[config.mk]
export PLATFORM = sky130hd
export DESIGN_NAME = spi_cfg_writer_flat
export DESIGN_NICKNAME = d
export VERILOG_FILES = /design/src/rtl/spi_cfg_writer_if.sv /design/src/rtl/spi_cfg_writer.sv /design/src/flat_wrapper.sv
export SDC_FILE = /design/constraint.sdc
export NUM_CORES = 1
export LEC_CHECK = 0
export BUFFER_PORTS_ARGS = -buffer_cell sky130_fd_sc_hd__buf_2
export CELL_PAD_IN_SITES_DETAIL_PLACEMENT = 0
export CELL_PAD_IN_SITES_GLOBAL_PLACEMENT = 1
export CORE_AREA = 4 4 88 122
export DETAILED_ROUTE_END_ITERATION = 12
export DIE_AREA = 0 0 92 126
export PLACE_DENSITY = 0.8
export SETUP_SLACK_MARGIN = 0.5
export SLEW_MARGIN = 20
export SYNTH_ARGS = -nofsm -noshare
export SYNTH_HDL_FRONTEND = slang
export SYNTH_SLANG_ARGS = --single-unit
[constraint.sdc]
create_clock -name clk -period 2.8 [get_ports clk]
set_input_delay 0.56 -clock clk [delete_from_list [all_inputs] [get_ports clk]]
set_output_delay 0.56 -clock clk [all_outputs]
set_load 0.05 [all_outputs]
[src/rtl/spi_cfg_writer_if.sv]
// Request channel of the SPI configuration writer.
// A host pushes register writes (7-bit address, 8-bit data) with a
// valid/ready handshake; a transfer happens on every clock edge where
// req_valid and req_ready are both high.
//   req_valid  host -> writer  request present
//   req_ready  writer -> host  queue has room
//   req_addr   host -> writer  target register address
//   req_data   host -> writer  value to write
interface spi_cfg_writer_if;
  logic       req_valid;
  logic       req_ready;
  logic [6:0] req_addr;
  logic [7:0] req_data;

  modport master (
    output req_valid,
    output req_addr,
    output req_data,
    input  req_ready
  );

  modport slave (
    input  req_valid,
    input  req_addr,
    input  req_data,
    output req_ready
  );
endinterface

[src/rtl/spi_cfg_writer.sv]
// SPI configuration writer.
// Queues register-write requests in a small FIFO and sends each one as a
// 16-bit mode-0 write frame, LSB first: bit0 = 1 (write flag),
// bits[7:1] = address, bits[15:8] = data. Sole driver of ncs/sclk/copi.
//   clk   system clock, rising edge
//   rst   synchronous, active-high reset
//   req   request channel (slave side of spi_cfg_writer_if)
//   busy  FSM not idle or queue not empty
//   done  one-cycle pulse in the cycle ncs returns high after a frame
//   ncs   chip select, active low, registered
//   sclk  serial clock, idle low, registered
//   copi  serial data, registered, changes only while sclk is low
module spi_cfg_writer #(
  parameter int CLK_DIV    = 4,  // clk cycles per sclk half-period, 2..255
  parameter int CS_SETUP   = 2,  // ncs low / sclk low before first rise, >= 1
  parameter int CS_HOLD    = 2,  // sclk low after last fall before ncs rises, >= 1
  parameter int CS_GAP     = 4,  // ncs high cycles between frames, >= 1
  parameter int FIFO_DEPTH = 4   // power of two, 2..16
) (
  input  logic            clk,
  input  logic            rst,
  spi_cfg_writer_if.slave req,
  output logic            busy,
  output logic            done,
  output logic            ncs,
  output logic            sclk,
  output logic            copi
);

  localparam int AW = $clog2(FIFO_DEPTH);
  localparam int CW = AW + 1;
  // One phase counter serves SETUP, HOLD and GAP, sized for the longest.
  localparam int PH_MAX = (CS_SETUP > CS_HOLD)
                        ? ((CS_SETUP > CS_GAP) ? CS_SETUP : CS_GAP)
                        : ((CS_HOLD > CS_GAP) ? CS_HOLD : CS_GAP);
  localparam int PW = $clog2(PH_MAX + 1);

  localparam logic [2:0] ST_IDLE  = 3'd0;
  localparam logic [2:0] ST_SETUP = 3'd1;
  localparam logic [2:0] ST_SHIFT = 3'd2;
  localparam logic [2:0] ST_HOLD  = 3'd3;
  localparam logic [2:0] ST_GAP   = 3'd4;

  // ---------------------------------------------------------------- queue
  logic [14:0]   mem_q [FIFO_DEPTH];
  logic [AW-1:0] wr_ptr_q;
  logic [AW-1:0] rd_ptr_q;
  logic [CW-1:0] count_q;
  logic          full;
  logic          empty;
  logic          push;
  logic          pop;
  logic [14:0]   head;

  logic [2:0]    state_q, state_d;

  assign full          = (count_q == CW'(FIFO_DEPTH));
  assign empty         = (count_q == '0);
  // Held low during reset so nothing is accepted while the block clears.
  assign req.req_ready = !full && !rst;
  assign push          = req.req_valid && req.req_ready;
  // The FSM pops only from IDLE; a full queue does not pass requests through.
  assign pop           = (state_q == ST_IDLE) && !empty;
  assign head          = mem_q[rd_ptr_q];

  always_ff @(posedge clk) begin
    if (push) begin
      mem_q[wr_ptr_q] <= {req.req_data, req.req_addr};
    end
  end

  always_ff @(posedge clk) begin
    if (rst) begin
      wr_ptr_q <= '0;
      rd_ptr_q <= '0;
      count_q  <= '0;
    end else begin
      if (push) begin
        wr_ptr_q <= wr_ptr_q + 1'b1;
      end
      if (pop) begin
        rd_ptr_q <= rd_ptr_q + 1'b1;
      end
      case ({push, pop})
        2'b10:   count_q <= count_q + 1'b1;
        2'b01:   count_q <= count_q - 1'b1;
        default: count_q <= count_q;
      endcase
    end
  end

  // ------------------------------------------------------------------ FSM
  logic [15:0]   shreg_q, shreg_d;
  logic [4:0]    bit_q, bit_d;
  logic [7:0]    div_q, div_d;
  logic [PW-1:0] ph_q, ph_d;
  logic          ncs_q, ncs_d;
  logic          sclk_q, sclk_d;
  logic          copi_q, copi_d;
  logic          done_q, done_d;

  always_comb begin
    state_d = state_q;
    shreg_d = shreg_q;
    bit_d   = bit_q;
    div_d   = div_q;
    ph_d    = ph_q;
    ncs_d   = ncs_q;
    sclk_d  = sclk_q;
    copi_d  = copi_q;
    done_d  = 1'b0;

    case (state_q)
      ST_IDLE: begin
        ncs_d  = 1'b1;
        sclk_d = 1'b0;
        copi_d = 1'b0;
        if (!empty) begin
          shreg_d = {head, 1'b1};
          ncs_d   = 1'b0;
          copi_d  = 1'b1;   // bit0 is always the write flag
          ph_d    = '0;
          state_d = ST_SETUP;
        end
      end

      ST_SETUP: begin
        if (ph_q == PW'(CS_SETUP - 1)) begin
          div_d   = '0;
          bit_d   = '0;
          state_d = ST_SHIFT;
        end else begin
          ph_d = ph_q + 1'b1;
        end
      end

      ST_SHIFT: begin
        if (div_q == 8'(CLK_DIV - 1)) begin
          div_d = '0;
          if (!sclk_q) begin
            sclk_d = 1'b1;
          end else begin
            // Falling edge: advance copi here so it is settled a full
            // half-period before the next rising edge.
            sclk_d = 1'b0;
            if (bit_q == 5'd15) begin
              bit_d   = 5'd16;
              ph_d    = '0;
              state_d = ST_HOLD;   // copi keeps bit15 through HOLD
            end else begin
              bit_d   = bit_q + 5'd1;
              shreg_d = shreg_q >> 1;
              copi_d  = shreg_q[1];
            end
          end
        end else begin
          div_d = div_q + 8'd1;
        end
      end

      ST_HOLD: begin
        if (ph_q == PW'(CS_HOLD - 1)) begin
          ncs_d   = 1'b1;
          copi_d  = 1'b0;
          done_d  = 1'b1;
          ph_d    = '0;
          state_d = ST_GAP;
        end else begin
          ph_d = ph_q + 1'b1;
        end
      end

      ST_GAP: begin
        if (ph_q == PW'(CS_GAP - 1)) begin
          state_d = ST_IDLE;
        end else begin
          ph_d = ph_q + 1'b1;
        end
      end

      default: begin
        ncs_d   = 1'b1;
        sclk_d  = 1'b0;
        copi_d  = 1'b0;
        state_d = ST_IDLE;
      end
    endcase
  end

  always_ff @(posedge clk) begin
    if (rst) begin
      state_q <= ST_IDLE;
      shreg_q <= '0;
      bit_q   <= '0;
      div_q   <= '0;
      ph_q    <= '0;
      ncs_q   <= 1'b1;
      sclk_q  <= 1'b0;
      copi_q  <= 1'b0;
      done_q  <= 1'b0;
    end else begin
      state_q <= state_d;
      shreg_q <= shreg_d;
      bit_q   <= bit_d;
      div_q   <= div_d;
      ph_q    <= ph_d;
      ncs_q   <= ncs_d;
      sclk_q  <= sclk_d;
      copi_q  <= copi_d;
      done_q  <= done_d;
    end
  end

  assign busy = (state_q != ST_IDLE) || !empty;
  assign done = done_q;
  assign ncs  = ncs_q;
  assign sclk = sclk_q;
  assign copi = copi_q;

endmodule
[src/flat_wrapper.sv]
// flat-port wrapper written by rule: the top's interface ports become plain ports
module spi_cfg_writer_flat 
#(
  parameter int CLK_DIV    = 4,                                            
  parameter int CS_SETUP   = 2,                                               
  parameter int CS_HOLD    = 2,                                                    
  parameter int CS_GAP     = 4,                                         
  parameter int FIFO_DEPTH = 4                         
)
  (clk, rst, busy, done, ncs, sclk, copi, req_req_valid, req_req_addr, req_req_data, req_req_ready);
  spi_cfg_writer_if req_i ();
  input  logic clk;
  input  logic rst;
  output logic busy;
  output logic done;
  output logic ncs;
  output logic sclk;
  output logic copi;
  input wire logic [$bits(req_i.req_valid)-1:0] req_req_valid;
  input wire logic [$bits(req_i.req_addr)-1:0] req_req_addr;
  input wire logic [$bits(req_i.req_data)-1:0] req_req_data;
  output wire logic [$bits(req_i.req_ready)-1:0] req_req_ready;
  assign req_i.req_valid = req_req_valid;
  assign req_i.req_addr = req_req_addr;
  assign req_i.req_data = req_req_data;
  assign req_req_ready = req_i.req_ready;
  spi_cfg_writer #(.CLK_DIV(CLK_DIV), .CS_SETUP(CS_SETUP), .CS_HOLD(CS_HOLD), .CS_GAP(CS_GAP), .FIFO_DEPTH(FIFO_DEPTH)) u_core (.clk(clk), .rst(rst), .req(req_i), .busy(busy), .done(done), .ncs(ncs), .sclk(sclk), .copi(copi));
endmodule
==> out/results.ini, run 1 <==
[run_status]
run_status=finished clean

[synth]
post_synth_num_cell_types=56
synth.yosys.warnings=0
syn_avg_cell_area_um2=12.26
netlist_instances=385
netlist_area_um2=4718
synthArstFlopShare=0
postSynthNetCount=415
synth.ff_latch_count=107
sequential_to_total_area_share_from_yosys_stat=0.5813
synth_ff_type=sky130_fd_sc_hd__edfxtp_1
synth_enable_flop_cells=60

[cells_and_area]
post_route_cells_drive_above_1_share=0.2033
nNetsFinal=443
final_std_cell_area_no_fill_um2=5374
utilization=0.5619
layout.cells.non_filler=550
antennaDiodeCount=0
area_growth_pct=13.90

[cts]
count_of_clock_tree_sinks=107
clock_insertion_delay_worst_skew_ns=0.34
clock_tree.root_cell=sky130_fd_sc_hd__clkbuf_16
postCtsHoldBufs=0
htree_levels=3
clkTransAtPathRegs_ns=0.07
max-clock-path-buffers=2
cts_tree=done
cts_inserted_buffers=9

[drt]
drtIter0Drc=137
route.detailed.vias_per_inst=5.524
detailroute.via_count=3038
antenna_left=0
route.final.wire_length_mm=8.441
initial_drt_pass_iterations=5
drcViolationCount=0
route.detailed.wl_per_inst_um=15.35

[place]
detailed_place_hpwl_mm=5.427
placedInstanceArea_um2=5007
placedCellCount=533
gp_congestion=0.7677
port_buffers=23

[global_routing]
number_of_global_route_vias_before_repair=2960
global_route.overflow_total=0
grt_max_degree=36
grt_antenna_before_repair=0
grt_pass1_wl_mm=14.55
global_route.usage.total=0.1574

[sta]
fin_worst_skew_ns=0.006751
hold_slack_ns=0.4302
max_freq_mhz=444.4
timing.final.crit_period_ns=2.250
totalNegativeSetupSlack_ns=0
report.final.hold_viol_count=0
post-route-period-util=0.8037
maxSlewViolCount=0
setup_viol=0
maxSlewHeadroom=0.3531
tightest_slew_ns=0.9639
rsz0062_at_grt=false

[critical_path]
arrival_ns=1.69
timing.critical_path.from_type=flop
setup.worst_path.class=flop to output pin
critical_path.max_fanout=4
critical_path_endpoint_category=output pin
required_ns=2.24

[job]
drv.max_cap_violation_count=0

[floorplanning]
die_h_um=126
die-area_um2=11590
fp-row-count=42
floorplan.initialDensity=0.4933
core_um2=9564
top_level_ports=24
die_width_um=92

[power_and_ir_drop]
static-leakage-power_nw=1.879
pwr-share-seq=0.415
power.density_nw_per_um2=867.8
sw_frac_of_total=0.3064
power_switching_mw=1.429
max-vdd-ir-drop_mv=0.5909
pwr-share-clk=0.295
internal_power_mw=3.235
p_comb_frac=0.290

[hold_path]
worstHoldPathType=input pin to flop

## sequential cells by signal (all words and copies together) (netlist names), named ones only
| signal | count |
|---|---|
| u_core.done | 1 |
| u_core.count_q | 3 |
| u_core.sclk | 1 |
| u_core.ph_q | 3 |
| u_core.ncs | 1 |
| u_core.copi | 1 |
| u_core.bit_q | 5 |
| u_core.div_q | 8 |
| u_core.mem_q | 60 |
| u_core.rd_ptr_q | 2 |
| u_core.shreg_q | 15 |
| u_core.state_q | 3 |
| u_core.wr_ptr_q | 2 |
## logic make-up after synthesis
group,Yosys count,share of synthesized area
AOI/OAI and AO/OA,95,0.1350
and+or+nand+nor,98,0.1164
xor gates and xnor gates,4,0.007426
DFF,107,0.5813
muxes,19,0.08008
buffers and inverters,50,0.04641
adders and majority gates,12,0.03341
## what timing repair did
| action | 4_1_cts | 5_1_grt |
|---|---|---|
| setup endpoints to repair | 1 | 18 |
| buffers inserted | 0 | 1 |
| pin swaps | 0 | 1 |
| gates resized for setup | 4 | 4 |
## path summary, 6_finish.rpt
check	cells after the start	endpoint	slack, ns	from
max	3	busy	0.55	u_core.count_q[1]
min	1	u_core.mem_q[1][9]	0.43	req_req_data[2]
min reg2reg	2	u_core.bit_q[4]	0.48	u_core.bit_q[4]
max reg2reg	7	u_core.bit_q[3]	0.62	u_core.bit_q[0]
## worst max-delay path, stage by stage (launching register included)
cell and delay [ns]:
sky130_fd_sc_hd__dfxtp_1 0.34, sky130_fd_sc_hd__or3_4 0.41, sky130_fd_sc_hd__or4_4 0.44, sky130_fd_sc_hd__buf_8 0.17
## power groups by stage
stage | combinational [mW] | sequential [mW] | clock [mW]
floorplan | 0.992 | 1.98 | 0
global placement | 1.26 | 1.96 | 0
detailed placement | 1.28 | 1.97 | 0
CTS | 1.33 | 1.93 | 1.41
global route | 1.52 | 1.95 | 1.48
finish | 1.35 | 1.94 | 1.37
## metal layers
| layer | global-route usage | share of wire |
|---|---|---|
| met3 | 0.03341 | 0.032 |
| met4 | 0.04987 | 0.0075 |
| met2 | 0.2608 | 0.52 |
| met1 | 0.2074 | 0.44 |
| met5 | 0 | 0 |
## cell type report
class,count,area [um2]
clock buffer,9,225.2
clock inverter,7,105.1
fill,833,4190
inverter,28,105.1
multi-input combinational,228,1784
sequential,107,2744
tap,132,165.2
timing repair buffer,39,245.2
## per-stage QoR
stage / setup slack [ns] / power, mW
floorplan: 0.6472 / 2.975
global placement: 0.6013 / 3.221
detailed placement: 0.5551 / 3.253
CTS: 0.5009 / 4.675
global route: 0.5038 / 4.952
finish: 0.5496 / 4.663
## cells in the final DEF, fill, tap and decap left out, drive strengths merged, types with 3 or more instances in the layout
cell type,n
o311a,14
nor3b,3
nor2,17
and3,3
nand3,9
o31ai,4
inv,31
nand2,28
mux4,15
buf,39
ha,11
dfxtp,47
a31oi,7
edfxtp,60
a21oi,19
nor3,9
mux2i,4
o21ai,39
clkbuf,9
and2,4
or3,7
or3b,3
## synth_stat cells (2+ instances only)
cell,number,area (um2)
sky130_fd_sc_hd__a21oi_1,18,90.09
sky130_fd_sc_hd__a311oi_1,2,17.52
sky130_fd_sc_hd__a31oi_1,6,37.54
sky130_fd_sc_hd__and2_1,4,25.02
sky130_fd_sc_hd__and3_1,3,18.77
sky130_fd_sc_hd__buf_2,4,20.02
sky130_fd_sc_hd__buf_6,3,33.78
sky130_fd_sc_hd__clkbuf_1,13,48.80
sky130_fd_sc_hd__dfxtp_1,47,940.9
sky130_fd_sc_hd__edfxtp_1,60,1802
sky130_fd_sc_hd__ha_1,11,137.6
sky130_fd_sc_hd__inv_1,27,101.4
sky130_fd_sc_hd__mux2i_1,4,40.04
sky130_fd_sc_hd__mux4_2,15,337.8
sky130_fd_sc_hd__nand2_1,28,105.1
sky130_fd_sc_hd__nand3_1,9,45.04
sky130_fd_sc_hd__nand4_1,2,12.51
sky130_fd_sc_hd__nor2_1,17,63.81
sky130_fd_sc_hd__nor3_1,7,35.03
sky130_fd_sc_hd__nor3_2,2,20.02
sky130_fd_sc_hd__nor3b_1,3,22.52
sky130_fd_sc_hd__nor4_1,2,12.51
sky130_fd_sc_hd__o211ai_1,2,15.01
sky130_fd_sc_hd__o21ai_0,19,95.09
sky130_fd_sc_hd__o21ai_1,20,100.1
sky130_fd_sc_hd__o311a_1,14,140.1
sky130_fd_sc_hd__o31ai_1,3,22.52
sky130_fd_sc_hd__or3_1,7,43.79
sky130_fd_sc_hd__or3b_1,3,26.28
sky130_fd_sc_hd__or4_1,2,15.01
sky130_fd_sc_hd__xnor2_1,2,17.52
sky130_fd_sc_hd__xor2_1,2,17.52
(Power assumes the default switching activity.)
==> run 2, diff against run 1 <==
--- a/config.mk
+++ b/config.mk
@@ -5,13 +5,14 @@
 export SDC_FILE = /design/constraint.sdc
 export NUM_CORES = 1
 export LEC_CHECK = 0
+export ABC_AREA = 1
 export BUFFER_PORTS_ARGS = -buffer_cell sky130_fd_sc_hd__buf_2
 export CELL_PAD_IN_SITES_DETAIL_PLACEMENT = 0
 export CELL_PAD_IN_SITES_GLOBAL_PLACEMENT = 1
-export CORE_AREA = 4 4 88 122
+export CORE_AREA = 4 4 97 135
 export DETAILED_ROUTE_END_ITERATION = 12
-export DIE_AREA = 0 0 92 126
-export PLACE_DENSITY = 0.8
+export DIE_AREA = 0 0 101 139
+export PLACE_DENSITY = 0.76
 export SETUP_SLACK_MARGIN = 0.5
 export SLEW_MARGIN = 20
 export SYNTH_ARGS = -nofsm -noshare
==> constraint.sdc (replaced) <==
create_clock -name clk -period 1.95 [get_ports clk]
set_input_delay 0.39 -clock clk [delete_from_list [all_inputs] [get_ports clk]]
set_output_delay 0.39 -clock clk [all_outputs]
set_load 0.05 [all_outputs]
==> run 2 against run 1 <==
Effect of this change: worst setup slack got worse by 0.35 ns; die area rose by 21%; count of clock-buffer cells in the layout did not move; register-to-register slack got worse by 0.41 ns; via count rose by 33%; sequential share of layout area fell by 11 points; total power rose by 120%; final cell count rose by 48%; critical path depth rose by 4; synthesized cell count rose by 50%; clock skew rose by 0.00050 ns; critical path type unchanged; highest routed layer unchanged.
==> out/results.ini, run 2 <==
[synth]
post_synth_xor_area_fraction=0.001797
netlist_area_um2=4875
syn_avg_cell_area_um2=8.419
synthArstFlopShare=0
post_synth_num_cell_types=34
synth_top_cell_area_share=0.3696
commonest_cells_post_synth=141 x sky130_fd_sc_hd__nand2_1, 127 x sky130_fd_sc_hd__nor2_1, 60 x sky130_fd_sc_hd__edfxtp_1
netlist_instances=579
synth_top_cell_by_area=sky130_fd_sc_hd__edfxtp_1
synth_top_family_by_area=simple AND/OR/NAND/NOR gates
yosys-mux-area-fraction=0
synthTopCellsByArea=sky130_fd_sc_hd__edfxtp_1 37%, sky130_fd_sc_hd__dfxtp_1 19%, sky130_fd_sc_hd__nand2_1 11%, sky130_fd_sc_hd__nor2_1 9.8%, sky130_fd_sc_hd__inv_1 4.0%
synth.yosys.warnings=0
synth_fa_ha_area_frac=0.03234
postSynthNetCount=609
sequential_to_total_area_share_from_yosys_stat=0.5626
synth_ff_type=sky130_fd_sc_hd__edfxtp_1
compound_gate_fraction_of_synth_area=0.08111
synth_enable_flop_cells=60
synth.ff_latch_count=107
synth_simple_gate_area_frac=0.2526
post-synth-top-count-cell=sky130_fd_sc_hd__nand2_1

[critical_path]
critical_path.max_fanout=2
timing.rr.start=u_core.state_q[0]
reg2reg_to=u_core.count_q[1]
r2r_slack_ns=0.21
required_ns=1.56
reg2regPathDepth=11
critical_path_endpoint_category=output pin
setup.worst_path.class=flop to output pin
timing.critical_path.from_type=flop
arrival_ns=1.36

[drt]
initial_drt_pass_iterations=6
route.detailed.vias_per_inst=4.959
route.detailed.wl_per_inst_um=14.59
drcViolationCount=0
route.final.wire_length_mm=11.85
detailroute.via_count=4027
antenna_left=0
drtIter0Drc=123

[hold_path]
hold-path-cell-count=1
worstHoldEndpoint=u_core.mem_q[3][10]
worstHoldPathType=input pin to flop
hold_start=req_req_data[3]

[cells_and_area]
layout.cells.most_common_list=105 x sky130_fd_sc_hd__nand2_1, 92 x sky130_fd_sc_hd__nor2_1, 60 x sky130_fd_sc_hd__edfxtp_1, 44 x sky130_fd_sc_hd__inv_1, 37 x sky130_fd_sc_hd__dfxtp_1
largestRegisters=u_core.mem_q (60), u_core.shreg_q (15), u_core.div_q (8)
fillerInstances=1005
largest_register_ffs=60
antennaDiodeCount=0
nNetsFinal=690
mostFrequentLayoutCell=sky130_fd_sc_hd__nand2_1
post_route_cells_drive_above_1_share=0.3564
area_growth_pct=40.43
reg_with_most_ffs=u_core.mem_q
layout.cells.non_filler=812

[global_routing]
grt_pass1_wl_mm=18.44
grt_antenna_before_repair=0
number_of_global_route_vias_before_repair=3905
global_route.usage.total=0.1662
global_route.overflow_total=0
grt_max_degree=31

[place]
placedCellCount=746
detailed_place_hpwl_mm=6.479
gp_congestion=0.7472
port_buffers=23

[floorplanning]
die-area_um2=14040
die_width_um=101
die_h_um=139
fp-row-count=47
floorplan.initialDensity=0.4124
top_level_ports=24
core_um2=11820

[sta]
post-route-period-util=0.8959
maxSlewHeadroom=0.7536
maxSlewViolCount=0
hold_slack_ns=0.2540
fin_worst_skew_ns=0.007251
timing.final.crit_period_ns=1.747
report.final.hold_viol_count=0
rsz0062_at_grt=true
totalNegativeSetupSlack_ns=0
tightest_slew_ns=0.3692
setup_viol=0
max_freq_mhz=572.4

[cts]
htree_levels=3
cts_inserted_buffers=9
postCtsHoldBufs=0
clock_tree.root_cell=sky130_fd_sc_hd__clkbuf_16
clkTransAtPathRegs_ns=0.07
clock_insertion_delay_worst_skew_ns=0.34
max-clock-path-buffers=2
cts_tree=done
count_of_clock_tree_sinks=107

[power_and_ir_drop]
static-leakage-power_nw=2.807
post-layout-total-power_mw=10.04
max-vdd-ir-drop_mv=0.6715
power.density_nw_per_um2=1467

[run_status]
run_status=finished clean

[job]
drv.max_cap_violation_count=0

[run 2: cell count changes in the layout (fill, tap and decap cells not counted), moves of 10 or more]
cell,previous run,this run
sky130_fd_sc_hd__o21ai_1,20,9
sky130_fd_sc_hd__mux4_2,15,0
sky130_fd_sc_hd__o311a_1,14,0
sky130_fd_sc_hd__o21ai_0,19,31
sky130_fd_sc_hd__nor2_1,17,92
sky130_fd_sc_hd__nand2_1,28,105
sky130_fd_sc_hd__buf_4,16,29
sky130_fd_sc_hd__inv_1,26,44
sky130_fd_sc_hd__nand2_2,0,27
sky130_fd_sc_hd__nor2_2,0,12
sky130_fd_sc_hd__nand2_4,0,10
sky130_fd_sc_hd__buf_6,0,20
sky130_fd_sc_hd__nor2_4,0,25
[run 2: repair_timing]
item                                    4_1_cts  5_1_grt
pin swaps                                    33       41
setup buffers                                27       15
hold endpoints to repair                      0        0
cloned                                        7        1
endpoints found under the setup margin       97      104
resized for setup                            96       90
[run 2: area by class of cell]
class                   count  area (um2)  area share
flip-flops and latches    107        2755      0.4025
multi-input cells         394        2328      0.3402
repair buffers             94        1051      0.1535
clock buffers               9       225.2     0.03290
inverters                  54       219.0     0.03199
well taps                 147       183.9     0.02687
clock inverters             7       82.58     0.01206
[run 2: through the flow]
| step | utilization | area [um2] | setup WS [ns] |
|---|---|---|---|
| final | 0.5791 | 6845 | 0.2030 |
| after global routing | 0.5791 | 6845 | 0.1012 |
| after CTS | 0.5409 | 6394 | 0.2444 |
| after detailed placement | 0.4522 | 5345 | 0.04496 |
| after global placement | 0.4522 | 5345 | 0.08874 |
| after floorplan | - | 4974 | -0.03423 |
[run 2: where the power goes]
| group | leakage, nW | switching, mW | total, mW | internal [mW] |
|---|---|---|---|---|
| logic | 1.73 | 2.97 | 5.29 | 2.32 |
| clock network | 0.145 | 0.852 | 1.87 | 1.02 |
| registers | 0.934 | 0.167 | 2.89 | 2.72 |
[run 2: worst max-delay path by stage]
stage                      startpoint                 to
global placement    u_core.state_q[0]  u_core.count_q[2]
CTS                 u_core.state_q[0]  u_core.count_q[2]
floorplan                         rst  u_core.count_q[1]
finish              u_core.state_q[0]               busy
global route        u_core.state_q[0]  u_core.count_q[2]
detailed placement  u_core.state_q[0]  u_core.count_q[2]
[run 2: routing by layer]
layer | track usage | up-vias | share of wire
met5 | 0 | - | 0
met4 | 0.05882 | 0 | 0.027
met3 | 0.03120 | 30 | 0.029
met2 | 0.3054 | 78 | 0.54
met1 | 0.1875 | 1894 | 0.40
li1 | - | 2025 | -
[run 2: critical path, stage by stage (launching register included)]
cell and delay [ns]:
sky130_fd_sc_hd__dfxtp_2 0.33, sky130_fd_sc_hd__inv_2 0.06, sky130_fd_sc_hd__nand2_2 0.07, sky130_fd_sc_hd__nor2_4 0.13, sky130_fd_sc_hd__buf_4 0.11, sky130_fd_sc_hd__buf_4 0.10, sky130_fd_sc_hd__nand2_4 0.06, sky130_fd_sc_hd__buf_8 0.15
[run 2: cells by family after synthesis]
| family | Yosys count |
|---|---|
| AO/OA/AOI/OAI | 75 |
| XOR/XNOR | 1 |
| adder cells (fa/ha/maj) | 12 |
| buffers and inverters | 78 |
| flip-flops | 107 |
| AND/OR/NAND/NOR | 306 |
